`src/rtl/cfg_types_pkg.sv`:
```
// Shared types for the accelerator sequencer: FSM state encoding and RUN watchdog limit.
package cfg_types_pkg;

    typedef enum logic [2:0] {
        IDLE,
        LOAD,
        RUN,
        READ,
        FINISH
    } seq_state_t;

    localparam logic [15:0] SEQ_TIMEOUT_CYCLES = 16'hFFFF;

endpackage

```
`src/rtl/seq_out_reg.sv`:
```
// Single-entry result register with valid/ready handshake; data holds while stalled.
module seq_out_reg #(
    parameter int DATA_W = 32
) (
    input  logic              clk,
    input  logic              rst_n,
    input  logic              load,
    input  logic [DATA_W-1:0] load_data,
    input  logic              out_ready,
    output logic              out_valid,
    output logic [DATA_W-1:0] out_data
);

    always_ff @(posedge clk or negedge rst_n) begin
        if (!rst_n) begin
            out_valid <= 1'b0;
            out_data  <= '0;
        end else if (load) begin
            out_valid <= 1'b1;
            out_data  <= load_data;
        end else if (out_valid && out_ready) begin
            out_valid <= 1'b0;
        end
    end

endmodule

```
`src/rtl/accel_sequencer.sv`:
```
// Load -> run -> read-back sequencer sharing one memory port with an accelerator.
// Optional RUN watchdog enabled by defining ACCEL_SEQ_TIMEOUT_EN.
module accel_sequencer
    import cfg_types_pkg::*;
#(
    parameter int MEM_ADDR_WIDTH = 10,
    parameter int MEM_DATA_WIDTH = 32,
    parameter int MEM_DEPTH      = 1024
) (
    input  logic                        clk,
    input  logic                        rst_n,
    input  logic                        go,
    input  logic [MEM_ADDR_WIDTH:0]     wr_cnt,
    input  logic [MEM_ADDR_WIDTH-1:0]   rd_base,
    input  logic [MEM_ADDR_WIDTH:0]     rd_cnt,
    input  logic [7:0]                  cfg_max_cnt,
    input  logic [7:0]                  cfg_incr,
    output logic                        busy,
    output logic                        seq_done,
    input  logic                        in_valid,
    output logic                        in_ready,
    input  logic [MEM_DATA_WIDTH-1:0]   in_data,
    output logic                        out_valid,
    input  logic                        out_ready,
    output logic [MEM_DATA_WIDTH-1:0]   out_data,
    output logic                        start,
    input  logic                        done,
    output logic [7:0]                  max_cnt,
    output logic [7:0]                  incr,
    output logic                        mem_en,
    output logic                        mem_we,
    output logic [MEM_ADDR_WIDTH-1:0]   mem_addr,
    output logic [MEM_DATA_WIDTH/8-1:0] mem_be,
    output logic [MEM_DATA_WIDTH-1:0]   mem_wdata,
    input  logic [MEM_DATA_WIDTH-1:0]   mem_rdata,
    output logic                        timeout
);

    localparam int CW = MEM_ADDR_WIDTH + 1;

    seq_state_t                state, state_nxt;
    logic [CW-1:0]             wr_cnt_q, rd_cnt_q, ld_idx, rd_idx;
    logic [MEM_ADDR_WIDTH-1:0] rd_base_q;
    logic                      rd_vld_p1;
    logic                      go_acc, wr_fire, rd_fire, out_acc, rd_last, run_to;

    function automatic logic [CW-1:0] clamp_cnt(input logic [CW-1:0] c);
        return (c > CW'(MEM_DEPTH)) ? CW'(MEM_DEPTH) : c;
    endfunction

    assign go_acc  = go && (state == IDLE);
    assign wr_fire = (state == LOAD) && in_valid;
    assign out_acc = out_valid && out_ready;
    // One read in flight at most, and only into a register that is empty or draining.
    assign rd_fire = (state == READ) && !rd_vld_p1 && (rd_idx != rd_cnt_q)
                     && (!out_valid || out_ready);
    assign rd_last = out_acc && !rd_vld_p1 && (rd_idx == rd_cnt_q);

    always_comb begin
        state_nxt = state;
        case (state)
            IDLE:   if (go) state_nxt = (wr_cnt == '0) ? RUN : LOAD;
            LOAD:   if (wr_fire && (ld_idx + CW'(1) == wr_cnt_q)) state_nxt = RUN;
            RUN: begin
                if (run_to)    state_nxt = FINISH;
                else if (done) state_nxt = (rd_cnt_q == '0) ? FINISH : READ;
            end
            READ:   if (rd_last) state_nxt = FINISH;
            FINISH: state_nxt = IDLE;
            default: state_nxt = IDLE;
        endcase
    end

    always_comb begin
        busy      = (state != IDLE);
        seq_done  = (state == FINISH);
        in_ready  = (state == LOAD);
        start     = (state == RUN);
        mem_en    = 1'b0;
        mem_we    = 1'b0;
        mem_be    = '0;
        mem_addr  = '0;
        mem_wdata = '0;
        if (wr_fire) begin
            mem_en    = 1'b1;
            mem_we    = 1'b1;
            mem_be    = '1;
            mem_addr  = ld_idx[MEM_ADDR_WIDTH-1:0];
            mem_wdata = in_data;
        end else if (rd_fire) begin
            mem_en    = 1'b1;
            mem_addr  = rd_base_q + rd_idx[MEM_ADDR_WIDTH-1:0];
        end
    end

    always_ff @(posedge clk or negedge rst_n) begin
        if (!rst_n) begin
            state     <= IDLE;
            wr_cnt_q  <= '0;
            rd_cnt_q  <= '0;
            rd_base_q <= '0;
            ld_idx    <= '0;
            rd_idx    <= '0;
            rd_vld_p1 <= 1'b0;
            max_cnt   <= '0;
            incr      <= '0;
        end else begin
            state     <= state_nxt;
            rd_vld_p1 <= rd_fire;
            if (go_acc) begin
                wr_cnt_q  <= clamp_cnt(wr_cnt);
                rd_cnt_q  <= clamp_cnt(rd_cnt);
                rd_base_q <= rd_base;
                max_cnt   <= cfg_max_cnt;
                incr      <= cfg_incr;
                ld_idx    <= '0;
                rd_idx    <= '0;
            end else begin
                if (wr_fire) ld_idx <= ld_idx + CW'(1);
                if (rd_fire) rd_idx <= rd_idx + CW'(1);
            end
        end
    end

`ifdef ACCEL_SEQ_TIMEOUT_EN
    logic [15:0] run_cnt;

    // run_cnt holds completed RUN cycles; the exit edge is the one where it reaches FFFF.
    assign run_to = (state == RUN) && (run_cnt == SEQ_TIMEOUT_CYCLES - 16'd1);

    always_ff @(posedge clk or negedge rst_n) begin
        if (!rst_n) begin
            run_cnt <= '0;
            timeout <= 1'b0;
        end else begin
            run_cnt <= (state == RUN) ? run_cnt + 16'd1 : '0;
            if (go_acc)      timeout <= 1'b0;
            else if (run_to) timeout <= 1'b1;
        end
    end
`else
    assign run_to  = 1'b0;
    assign timeout = 1'b0;
`endif

    seq_out_reg #(
        .DATA_W(MEM_DATA_WIDTH)
    ) u_out_reg (
        .clk      (clk),
        .rst_n    (rst_n),
        .load     (rd_vld_p1),
        .load_data(mem_rdata),
        .out_ready(out_ready),
        .out_valid(out_valid),
        .out_data (out_data)
    );

endmodule

```
`config.mk`:
```
export PLATFORM = sky130hd
export DESIGN_NAME = accel_sequencer
export DESIGN_NICKNAME = d
export VERILOG_FILES = /design/src/rtl/cfg_types_pkg.sv /design/src/rtl/seq_out_reg.sv /design/src/rtl/accel_sequencer.sv
export SDC_FILE = /design/constraint.sdc
export NUM_CORES = 1
export LEC_CHECK = 0
export ABC_AREA = 1
export BUFFER_PORTS_ARGS = -buffer_cell sky130_fd_sc_hd__buf_2
export CAP_MARGIN = 20
export CORE_UTILIZATION = 42
export DETAILED_ROUTE_END_ITERATION = 7
export PLACE_DENSITY = 0.82
export SLEW_MARGIN = 20
export SYNTH_ARGS = -nofsm -noshare
export SYNTH_HDL_FRONTEND = slang
export SYNTH_SLANG_ARGS = --single-unit
```
`constraint.sdc`:
```
create_clock -name clk -period 3.5 [get_ports clk]
set_input_delay 0.7 -clock clk [delete_from_list [all_inputs] [get_ports clk]]
set_output_delay 0.7 -clock clk [all_outputs]
set_load 0.02 [all_outputs]
```
== After elaboration in Yosys (flattened, before gate mapping) ==
Index checks and enable logic that the tools add are counted.

* Bits in registers: 107
* Logic and storage cells: 69

* Add/sub/neg operators: 3
* Magnitude comparators: 2
* Eq/ne operators: 11
* Mux-type cells: 22
* Reductions and logical operators: 20

{| class="wikitable"
|+ Operator list
! cell !! count
|-
| two-way mux 11 bit || 6
|-
| two-way mux 32 bit || 1
|-
| adder 11 x 1 -> 11 bit, second input constant || 2
|-
| == test 11 bit || 2
|-
| greater-than comparator 11 bit, second input constant || 2
|-
| zero test 11 bit || 2
|-
| two-way mux 10 bit || 2
|-
| two-way mux 3 bit || 5
|-
| case mux 3 bit (4 select lines) || 1
|-
| != test 11 bit || 1
|-
| adder 10 bit || 1
|-
| logical AND 1 bit || 9
|-
| == test 3 x 2 -> 1 bit, second input constant || 2
|-
| nonzero test 2 bit || 3
|-
| two-way mux 1 bit || 5
|-
| two-way mux 4 bit || 1
|-
| != test 2 x 1 -> 1 bit, second input constant || 2
|-
| != test 2 bit, second input constant || 2
|-
| AND reduction 4 bit || 1
|-
| == test 3 x 1 -> 1 bit, second input constant || 1
|-
| == test 3 bit, second input constant || 1
|-
| zero test 3 bit || 1
|-
| nonzero test 3 bit || 1
|-
| zero test 1 bit || 2
|-
| other kinds (2) || 2
|}

== Longest topological paths before layout ==
* Word-level depth: 6
* Mapped depth: 17
* Depth with buffers taken out: 16

== Hierarchy ==
From an unflattened synthesis, not the netlist that was laid out.

* Cell total of the unflattened synthesis: 799
* Area total of the unflattened synthesis: 5913.2 µm²

{| class="wikitable"
|+ By module, submodules not included
! module !! instances !! cells an instance !! area each (µm²) !! sequential area each (µm²)
|-
| accel_sequencer || 1 || 659 || 4586.9 || 1851.8
|-
| seq_out_reg || 1 || 140 || 1326.3 || 825.8
|}

== Least setup slack after synthesis ==
No wires, ideal clock.

* Path type: reg2out
* From: register rd_idx[0]
* To: output mem_addr[6]
* Arrival: 1.981 ns
* Data required time: 2.800 ns
* Path slack: 0.819 ns
* Cell stages (with the launch flop): 12
* Path buffers: 0
* Path through: dfrtp_1 -> ha_1 -> inv_1 -> fa_1 -> nor2_1 -> o21ai_0 -> nand2_1 -> nand2_1 -> nand2_1 -> a21oi_1 -> xor2_1 -> o22ai_1

* Longest elaborated chain between the ends: 5

{| class="wikitable"
|+ RTL lines
! item !! RTL line !! text
|-
| from (decl) || accel_sequencer.sv:42 || <nowiki>logic [CW-1:0] wr_cnt_q, rd_cnt_q, ld_idx, rd_idx;</nowiki>
|-
| from (signal assigned) || accel_sequencer.sv:120 || <nowiki>if (rd_fire) rd_idx <= rd_idx + CW'(1);</nowiki>
|-
| parallel branches: the longest is 3 deep, another holds adder 10 bit || n/a ||
|-
| two-way mux 10 bit * || accel_sequencer.sv:90 || <nowiki>end else if (rd_fire) begin</nowiki>
|-
| two-way mux 10 bit * || accel_sequencer.sv:84 || <nowiki>if (wr_fire) begin</nowiki>
|-
| to (decl) || accel_sequencer.sv:32 || <nowiki>output logic [MEM_ADDR_WIDTH-1:0] mem_addr,</nowiki>
|}

Mark *: on every way between the ends.

== Final worst setup path ==
* From: register rd_idx[0]
* To: output mem_addr[8]

Same word-level chain as after synthesis.

==> results.rst <==
.. list-table::
   :header-rows: 1

   * - Metric
     - Value
   * - Synth Flop Type
     - sky130_fd_sc_hd__dfrtp_1
   * - Sequential element share of the synthesized area
     - 45.8%
   * - Per-instance average area after synthesis
     - approximately 7.5 sq um
   * - Slowest CP cell
     - sky130_fd_sc_hd__dfrtp_1
   * - First-pass detailed-route iteration total
     - 6
   * - Origin of the worst setup path
     - rd_idx[0]$_DFFE_PN0P_
   * - Clock Latency Late Sink
     - approximately 0.36 ns
   * - Number of inserted diodes
     - 0
   * - Peak VDD IR
     - between 0.0004 and 0.0005 V
   * - Met3 GRT Util
     - ~6%
   * - Cts-stage hold buffer count
     - 0
   * - First-pass GRT wire length
     - approximately 25 mm
   * - Number of max-cap violations
     - 0
   * - Largest driver fanout on the critical path
     - 6
   * - Combined area of all synthesized cells
     - 0.00584 sq mm
   * - Total of cells resized after clock tree synthesis
     - 0
   * - Setup skew after layout
     - 0.00856 ns
   * - Max Clk Rate
     - just over 300 MHz
   * - Synthesized instance count
     - slightly below 800
   * - Io pins
     - 220
   * - Proportion of layout cells with a drive suffix above 1
     - a little over a quarter
   * - Levels on crit path
     - 12
   * - Total setup buffers inserted after CTS
     - 0
   * - Leading cell types in the layout, fill and taps excluded
     - sky130_fd_sc_hd__nand2_1, sky130_fd_sc_hd__buf_2, sky130_fd_sc_hd__dfrtp_1, sky130_fd_sc_hd__inv_1, sky130_fd_sc_hd__nand3_1
   * - Total chip power
     - ~5.7 mW
   * - R2R Path Start
     - rd_idx[8]$_DFFE_PN0P_
   * - Die footprint
     - between 0.01 and 0.015 sq mm
   * - Detailed-placement wirelength estimate
     - 11.6 mm
   * - Worst slew margin relative to its limit
     - 37.9%
   * - Clock period minus final worst setup slack
     - roughly 3.3 ns
   * - Leakage power
     - 4.18 nW
   * - Ys Warns
     - 0
   * - Die W
     - 120 um
   * - Flip-flop and latch area
     - 0.00268 sq mm
   * - Kind of end point of the critical path
     - primary output
   * - Starting density of the core
     - around 44%
   * - Final critical-path setup slack
     - approximately 0.25 ns
   * - Launching element type of the critical path
     - register
   * - Endpoint of the worst-slack reg-to-reg timing path
     - rd_idx[0]$_DFFE_PN0P_
   * - Detailed-route via count
     - 5720
   * - # clock sinks
     - 107
   * - Global routing usage on met2
     - 38.3%
   * - Port Buffers
     - 218
   * - Final max-slew violation count
     - 0
   * - Std-Cell Core Area
     - 0.0134 sq mm
   * - Most common cell after layout, fill and taps aside
     - sky130_fd_sc_hd__nand2_1
   * - CP max stage delay
     - 0.46 ns
   * - Final hold violation count
     - 0
   * - Top cell family by delay on the critical path
     - adder cells
   * - Buffers & Inverters on Critical Path
     - 2
   * - Part of the cycle the worst path needs
     - between 90 and 100%
   * - Number of filler cells placed in the layout
     - 1250
   * - Critical path data required time
     - 2.80 ns
   * - #FFs+latches synth
     - 107
   * - R2R cell count
     - 7
   * - Actual slew at the worst max-slew pin
     - between 0.9 and 1 ns
   * - Share of flip-flops with an asynchronous set or reset
     - 100%
   * - Netlist cell types
     - 38
   * - Die Height
     - around 120 um
   * - Layout overhead on the synthesized area
     - 25.6%
   * - Unrepaired setup endpoints after global routing
     - false
   * - Multi-input logic area
     - 0.00268 sq mm
   * - Number of enable-type register cells in the synthesized netlist
     - 0
   * - Total nets after synthesis
     - 911
   * - Number of DRC markers after the initial detailed-route iteration
     - 426
   * - Overall Global Routing Usage
     - between 20 and 25%
   * - Final global-route overflow total
     - 0
   * - Residual DRC count
     - 0
   * - GRT Max-Usage Layer
     - met2
   * - Clock input transition at the sequential cells of the worst setup and hold paths
     - 0.07 ns
   * - Initial antenna violation count
     - 0
   * - H-Tree Depth
     - 3
   * - Layout Nets
     - 1114
   * - Setup slack after placement
     - 0.640 ns
   * - Arr. time, crit path
     - 2.55 ns
   * - Setup_tns
     - 0 ns
   * - Final number of setup-violating endpoints
     - 0
   * - Num CTS Buffers
     - 9
   * - HP Class
     - in -> async
   * - Root buffer cell
     - sky130_fd_sc_hd__clkbuf_16
   * - Post-Place Cells
     - between 1000 and 1500
   * - Power density of the placed cells
     - 771 mW/mm^2
   * - Critical path destination
     - mem_addr[8]
   * - Pin count of the biggest net entering global routing
     - 86
   * - Non-filler cells in the finished layout
     - 1164
   * - Weighted congestion reported at the end of routability-driven placement
     - 0.938
   * - Antenna viol nets, final
     - 0
   * - Worst Path Class, Setup
     - reg -> out
   * - Vias in the first global route
     - 5326
   * - Drt via density
     - 4.91
   * - Cell row count
     - 42
   * - Met1 Usage GRT
     - 25.9%
   * - Post-detailed-route wirelength per cell
     - 13.2 um
   * - Critical path, cell by cell
     - ha_1 -> inv_1 -> fa_1 -> nor2_1 -> o21ai_0 -> nand2_1 -> nand4_1 -> nand3_1 -> xor2_1 -> nand2_1 -> o21ai_0 -> buf_2
   * - Worst-case hold slack
     - approximately 0.38 ns
   * - Sum of routed wire length over all layers
     - ~15 mm
   * - TritonCTS clock tree
     - yes
   * - Setup slack of the worst register-to-register path
     - roughly 1.4 ns
   * - Maximum buffer depth of the clock tree
     - 2
   * - Run status
     - completed
## layout make-up
| class | instances | share of cell area, % |
|---|---|---|
| Sequential cell | 107 | 36.5 |
| Clock inverter | 6 | 0.767 |
| Multi-Input combinational cell | 553 | 36.5 |
| Clock buffer | 9 | 3.07 |
| Inverter | 87 | 4.45 |
| Tap cell | 176 | 3.00 |
| Timing Repair Buffer | 226 | 15.8 |
## flip-flops by register name (all words and copies together) (netlist names), 8 cells and up
signal,flops
u_out_reg.out_data,32
wr_cnt_q,11
ld_idx,11
incr,8
rd_idx,11
max_cnt,8
rd_cnt_q,11
rd_base_q,10
## how the worst min path moves through the flow
stage                                                     to
after floorplan                          incr[0]$_DFFE_PN0P_
after global placement     u_out_reg.out_data[1]$_DFFE_PN0P_
after detailed placement  u_out_reg.out_data[14]$_DFFE_PN0P_
after CTS                 u_out_reg.out_data[28]$_DFFE_PN0P_
after global routing                   ld_idx[1]$_DFFE_PN0P_
final                                  ld_idx[6]$_DFFE_PN0P_
## kinds of logic (layout without fill, tap and decap cells)
| kind of cell | after synthesis | count (layout) | share of synthesized area, % |
|---|---|---|---|
| other | 1 | 1 | 0.0642 |
| flip-flops | 107 | 107 | 45.8 |
| adder cells (fa/ha/maj) | 12 | 12 | 2.70 |
| XOR/XNOR | 27 | 27 | 4.05 |
| AO/OA/AOI/OAI | 61 | 61 | 6.42 |
| AND/OR/NAND/NOR | 452 | 452 | 32.6 |
| buffers and inverters | 121 | 328 | 8.39 |
## report_power, final
| part | leakage (nW) | internal (mW) | switching (mW) |
|---|---|---|---|
| sequential | 1.37 | 1.72 | 0.343 |
| clock | 0.136 | 0.495 | 0.473 |
| combinational | 2.68 | 0.881 | 1.75 |
## synth_stat cells, types with 2 or more instances
cell type	number	share of area, %
sky130_fd_sc_hd__nor2_1	54	3.5
sky130_fd_sc_hd__xnor2_1	7	1.0
sky130_fd_sc_hd__dfrtp_1	107	46
sky130_fd_sc_hd__o21bai_1	2	0.26
sky130_fd_sc_hd__clkbuf_1	19	1.2
sky130_fd_sc_hd__nor3_1	8	0.69
sky130_fd_sc_hd__inv_1	84	5.4
sky130_fd_sc_hd__inv_2	2	0.13
sky130_fd_sc_hd__o21ai_0	21	1.8
sky130_fd_sc_hd__buf_4	5	0.64
sky130_fd_sc_hd__a21oi_1	12	1.0
sky130_fd_sc_hd__nor2_4	3	0.58
sky130_fd_sc_hd__nand2_1	291	19
sky130_fd_sc_hd__nor4_1	7	0.75
sky130_fd_sc_hd__nor2_2	5	0.54
sky130_fd_sc_hd__nand3_1	64	5.5
sky130_fd_sc_hd__o22ai_1	13	1.4
sky130_fd_sc_hd__nand3_2	3	0.51
sky130_fd_sc_hd__nand3b_1	2	0.26
sky130_fd_sc_hd__buf_2	8	0.69
sky130_fd_sc_hd__o31ai_1	7	0.90
sky130_fd_sc_hd__xor2_1	20	3.0
sky130_fd_sc_hd__ha_1	11	2.4
sky130_fd_sc_hd__nand2_2	7	0.75
sky130_fd_sc_hd__nand4_1	6	0.64
## metrics by stage
stage / instance area [sq um] / util, %
after global placement: 7060 / 52.7
after CTS: 7340 / 54.8
final: 7340 / 54.8
after global routing: 7340 / 54.8
after floorplan: 5840 / -
after detailed placement: 7060 / 52.7
## routing by layer
layer	part of all wire (%)	up-vias
li1	-	2843
met1	41	2588
met5	0	-
met3	9.0	29
met2	48	260
met4	2.0	0
Power figures use the tool's default switching activity.
